`config.mk`:
```
export PLATFORM = sky130hd
export DESIGN_NAME = signed_carry_select_adder
export DESIGN_NICKNAME = d
export VERILOG_FILES = /design/src/rtl/signed_carry_select_adder.sv
export SDC_FILE = /design/constraint.sdc
export NUM_CORES = 1
export LEC_CHECK = 0
export CORE_MARGIN = 2
export CORE_UTILIZATION = 36
export DETAILED_ROUTE_END_ITERATION = 10
export HOLD_SLACK_MARGIN = 0.08
export PLACE_DENSITY = 0.76
export SLEW_MARGIN = 20
export SYNTH_ARGS = -nofsm -noshare
export SYNTH_HDL_FRONTEND = slang
export SYNTH_SLANG_ARGS = --single-unit
```
`constraint.sdc`:
```
create_clock -name clk -period 3.43 [get_ports clk]
set_input_delay 0.343 -clock clk [delete_from_list [all_inputs] [get_ports clk]]
set_output_delay 0.343 -clock clk [all_outputs]
set_load 0.01 [all_outputs]
```
`src/rtl/signed_carry_select_adder.sv`:
```
// rtl/signed_carry_select_adder.sv - registered signed carry-select adder with overflow flag
//
// Purpose: computes (A + B + Cin) mod 2^WIDTH using a carry-select structure
// built from BLOCK-bit ripple-carry slices. It also flags signed
// two's-complement overflow. Both results are registered, giving one cycle of
// latency and one addition per cycle.
//
// Ports:
//   clk      - system clock, rising edge
//   rst_n    - synchronous active-low reset, clears sum_out and overflow
//   A, B     - WIDTH-bit signed operands
//   Cin      - carry into bit 0 (drive B = ~operand, Cin = 1 for subtract)
//   sum_out  - registered (A + B + Cin) mod 2^WIDTH
//   overflow - registered signed-overflow flag for the same addition
module signed_carry_select_adder #(
  parameter int WIDTH = 8,
  parameter int BLOCK = 4
) (
  input  logic             clk,
  input  logic             rst_n,
  input  logic [WIDTH-1:0] A,
  input  logic [WIDTH-1:0] B,
  input  logic             Cin,
  output logic [WIDTH-1:0] sum_out,
  output logic             overflow
);

  localparam int NBLK = WIDTH / BLOCK;

  if ((WIDTH % BLOCK) != 0 || WIDTH < BLOCK) begin : g_bad_width
    $error("WIDTH must be a non-zero multiple of BLOCK");
  end

  // Ripple-carry slice made of full adders.
  // Result packing: {carry into slice MSB, carry out, sum[BLOCK-1:0]}.
  function automatic logic [BLOCK+1:0] rca(input logic [BLOCK-1:0] a,
                                           input logic [BLOCK-1:0] b,
                                           input logic             ci);
    logic             c;
    logic             cm;
    logic [BLOCK-1:0] s;
    c  = ci;
    cm = ci;
    s  = '0;
    for (int i = 0; i < BLOCK; i++) begin
      if (i == BLOCK - 1) cm = c;
      s[i] = a[i] ^ b[i] ^ c;
      c    = (a[i] & b[i]) | (c & (a[i] ^ b[i]));
    end
    return {cm, c, s};
  endfunction

  logic [WIDTH-1:0] sum_c;
  logic             carry_c;   // selected carry out of the block processed so far
  logic             cmsb_c;    // selected carry into the overall MSB
  logic [BLOCK+1:0] spec0;     // speculative slice result, carry-in 0
  logic [BLOCK+1:0] spec1;     // speculative slice result, carry-in 1
  logic [BLOCK+1:0] chosen;

  // Block 0 ripples directly from Cin. Each higher block computes both
  // speculative results, and the previous block's selected carry picks one.
  // After the loop, cmsb_c holds the MSB block's internal carry.
  always_comb begin
    sum_c   = '0;
    carry_c = Cin;
    cmsb_c  = Cin;
    spec0   = '0;
    spec1   = '0;
    chosen  = '0;
    for (int k = 0; k < NBLK; k++) begin
      if (k == 0) begin
        chosen = rca(A[0 +: BLOCK], B[0 +: BLOCK], Cin);
      end else begin
        spec0  = rca(A[k*BLOCK +: BLOCK], B[k*BLOCK +: BLOCK], 1'b0);
        spec1  = rca(A[k*BLOCK +: BLOCK], B[k*BLOCK +: BLOCK], 1'b1);
        chosen = carry_c ? spec1 : spec0;
      end
      sum_c[k*BLOCK +: BLOCK] = chosen[BLOCK-1:0];
      carry_c                 = chosen[BLOCK];
      cmsb_c                  = chosen[BLOCK+1];
    end
  end

  always_ff @(posedge clk) begin
    if (!rst_n) begin
      sum_out  <= '0;
      overflow <= 1'b0;
    end else begin
      sum_out  <= sum_c;
      overflow <= cmsb_c ^ carry_c;
    end
  end

endmodule

```
# Word level (Yosys, flattened, before mapping)
# Index checks and enable logic that the tools add are counted.
[classes] muxes=1 bitwise_logic=49
[op_table] operator="$xor A1 B1 Y1" count=19
[op_table] operator="$and A1 B1 Y1" count=18
[op_table] operator="$or A1 B1 Y1" count=11
[op_table] operator="$mux W6" count=1
[op_table] operator="$not A1 Y1" count=1
[word_totals] in_bits=19 regBits=9

# Logic depth before layout (Yosys ltp)
[depth] word_depth=11 depth_mapped=10 mapped_depth_nobuf=10

# Worst setup path after synthesis
# OpenSTA, ideal clock, no wires.
[synth_timing] path_type="input -> register" start="in A[0]" end="reg overflow" t_required_ns=3.358 cell_stages=10 path_slack_ns=0.607 arrival_time_ns=2.751 cell_sequence="fa_1 -> fa_1 -> fa_1 -> inv_1 -> fa_1 -> nand2b_1 -> a41o_1 -> fa_1 -> nand2b_1 -> mux2i_1"
[synth_via] elab_chain_len=11
[synth_rtl] item="start, declared" line_no="21" rtl="input logic [WIDTH-1:0] A,"
[synth_rtl] item="$xor A1 B1 Y1"
[synth_rtl] item="$and A1 B1 Y1" line_no="48" rtl="c = (a[i] & b[i]) | (c & (a[i] ^ b[i]));"
[synth_rtl] item="$or A1 B1 Y1 (*)" line_no="48"
[synth_rtl] item="$and A1 B1 Y1 (*)" line_no="48"
[synth_rtl] item="$or A1 B1 Y1 (*)" line_no="48"
[synth_rtl] item="$and A1 B1 Y1 (*)" line_no="48"
[synth_rtl] item="$or A1 B1 Y1 (*)" line_no="48"
[synth_rtl] item="$and A1 B1 Y1 (*)" line_no="48"
[synth_rtl] item="$or A1 B1 Y1 (*)" line_no="48"
[synth_rtl] item="$mux W6 (*)" line_no="76" rtl="chosen = carry_c ? spec1 : spec0;"
[synth_rtl] item="$xor A1 B1 Y1 (*)" line_no="90" rtl="overflow <= cmsb_c ^ carry_c;"
[synth_rtl] item="end signal, assigned" line_no="90"
[synth_rtl] item="end, declared" line_no="25" rtl="output logic overflow"
# Mark *: on every way between the ends. The rest lies on a longest branch, timed or not.
# A chain may end at the register's enable or synchronous reset.

# Worst setup path after layout
# Ends and elaborated chain as after synthesis.

==> impl_metrics.yaml <==
run_status:
  status: "finished clean"
logic_synthesis:
  async_flop_share_pct: 0
  synth-main-ff-cell: "dfxtp_1"
  syn_area_sq_um: 494
  synth_cell_types: 17
  avgSynthCellArea_sq_um: 11.0
  syn_nets: 73
  synthMostInstantiatedCell: "dfxtp_1"
  yosysSeqAreaShare_pct: 36.5
  ys_top_cells_by_area: "dfxtp_1, fa_1, ha_1, and2_1, inv_1"
  synth.yosys.warnings: 0
  synth_top_area_share_pct: 36.5
  syn_inst: 45
  synth_common_cells: "dfxtp_1, inv_1, fa_1, and2_1, ha_1"
  yosys.area.top_type: "dfxtp_1"
  ys_seq_elements: 9
  synth_edf_count: 0
setup_path:
  cp-end-kind: "register"
  path_class: "in2reg"
  critPathCapture: "overflow$_SDFF_PN0_"
  crit_path_max_fanout: 4
  cp_data_required_time_ns: 3.61
  crit_start: "A[0]"
  worst_setup_path_start_kind: "input port"
  critPathArrivalTime_ns: 3.32
power_and_ir_drop:
  swShare_pct: 24.1
  internal_power_uw: 224
  seqPwrFrac_pct: 41.0
  p_leak_nw: 0.368
  power-per-cell-area_nw_per_um2: 364
  combPwrFrac_pct: 33.2
  power_switching_uw: 71.0
  p_total_uw: 295
  clock_power_share_pct: 25.8
  ir_drop_uv: 162
global_routing:
  grt_max_degree: 10
  grt_pass1_wl_um: 1300
  track_usage_pct: 11.6
  grt_antenna_before_repair: 0
  grt-ovfl-total: 0
  grt_pass1_vias: 355
drt:
  drtIter0Drc: 2
  drtPass1Iterations: 4
  wl_per_cell_um: 9.00
  avgViaCountPerCell: 4.40
  remaining_drc_errors: 0
  routed_wl_um: 819
  ant_nets: 0
  vias: 400
finish:
  fin_util_pct: 63.0
  nNetsFinal: 105
  diodes: 0
  drive_gt1_share_pct: 5.26
  area_growth_pct: 63.8
  design_area_sq_um: 810
clocking:
  cts_root_buffer: "clkbuf_4"
  post-cts-setup-buffers: 0
  htree_num_levels: 1
  hold_buffers: 0
  cts_tree: "done"
  clk_pin_slew_ns: 0.06
  clockBufferDepth: 2
  cts_resized: 0
  cts_buffers: 3
  cts.sinks: 9
die:
  start_util_pct: 38.5
  pin_count: 28
  die_h_um: 41.1
  rows: 13
  chipWidth_um: 41.1
  fp.dieArea_sq_um: 1690
  placeableCoreArea_sq_um: 1280
placed_design:
  hpwl_um: 727
  gp_congestion: 0.751
  placed_area_sq_um: 783
  pre_cts_ws_ns: 0.0157
  portBuffers: 27
timing:
  slew_headroom_pct: 80.7
  timing.final.crit_period_ns: 3.14
  final.setup.tns_ns: 0
  timing.final.crit_share_pct: 91.7
  fin_ws_ns: 0.286
  tightest_slew_ns: 0.288
  finalSetupViolCount: 0
  hold_viol: 0
  rsz0062_at_grt: "false"
  fmax_mhz: 318
  slew_viol_final: 0
job:
  cap_violations: 0
worst_hold_path:
  hold_class: "in2reg"
power by group through the flow:
stage	clock (mW)	combinational, mW	sequential, mW
final	0.0760	0.0980	0.121
after floorplan	0	0.0356	0.131
after CTS	0.0805	0.0995	0.121
after detailed placement	0	0.0990	0.124
after global placement	0	0.0970	0.123
after global routing	0.0864	0.109	0.123
worst max-delay path: stages:
cell and delay (ns):
clkdlybuf4s50_1 0.43, fa_1 0.44, fa_1 0.39, fa_1 0.37, inv_1 0.07, fa_1 0.22, nand2b_1 0.11, a41o_1 0.29
fa_1 0.38, nand2b_1 0.15, mux2i_1 0.13
state kept, by name, indices dropped and copies added, names as in the netlist:
signal	count
sum_out	8
overflow	1
metrics by stage:
stage / hold WS [ns] / std cells
floorplan: 0.465 / 45
global placement: 1.06 / 87
detailed placement: 1.08 / 87
CTS: 0.812 / 91
global route: 0.853 / 91
finish: 0.819 / 91
area by class of cell:
type,instances,area (sq um)
Inverter,6,22.5
Multi-Input combinational cell,30,292
Clock buffer,4,26.3
Timing Repair Buffer,27,270
Sequential cell,9,180
Tap cell,15,18.8
Fill cell,115,475
cell usage in the layout (no fill, tap or decap):
cell             count
nor3_1               1
clkbuf_1             1
mux2i_1              2
a41o_1               1
nand2_1              2
nor2_1               2
ha_1                 4
inv_1                6
clkdlybuf4s50_1     27
and2_1               4
and3_1               1
dfxtp_1              9
fa_1                 5
a31oi_1              1
a21o_1               1
nand2b_1             3
nand2b_4             1
a21oi_1              1
clkbuf_4             3
xor2_1               1
metal layers:
metal | wire length, um | vias up | track usage, % | part of all wire, %
met5 | 0 | - | 0 | 0
met4 | 0 | 0 | 2.50 | 0
met3 | 79 | 0 | 3.26 | 9.6
met2 | 389 | 18 | 21.1 | 47
met1 | 350 | 174 | 13.1 | 43
li1 | - | 208 | - | -
how the worst min path moves through the flow:
stage	end	start	cells past startpoint	slack, ns
2_1_floorplan	sum_out[1]$_SDFF_PN0_	rst_n	1	0.46
4_1_cts	sum_out[3]$_SDFF_PN0_	B[3]	4	0.81
5_1_grt	sum_out[3]$_SDFF_PN0_	B[3]	4	0.85
3_3_place_gp	sum_out[3]$_SDFF_PN0_	B[3]	4	1.06
3_5_place_dp	overflow	overflow$_SDFF_PN0_	1	1.08
6_report	sum_out[3]$_SDFF_PN0_	B[3]	4	0.82
cells by family (layout without fill, tap and decap cells):
logic type               count (synthesis)  after routing  share of synthesized area, %
adder cells (fa/ha/maj)                  9              9                          30.4
AO/OA/AOI/OAI                            4              4                          5.82
buffers and inverters                    6             37                          4.56
XOR/XNOR                                 1              1                          1.77
AND/OR/NAND/NOR                         14             14                          17.0
flip-flops                               9              9                          36.5
multiplexers                             2              2                          4.05
Note: power is estimated with default switching activity, not from simulation.
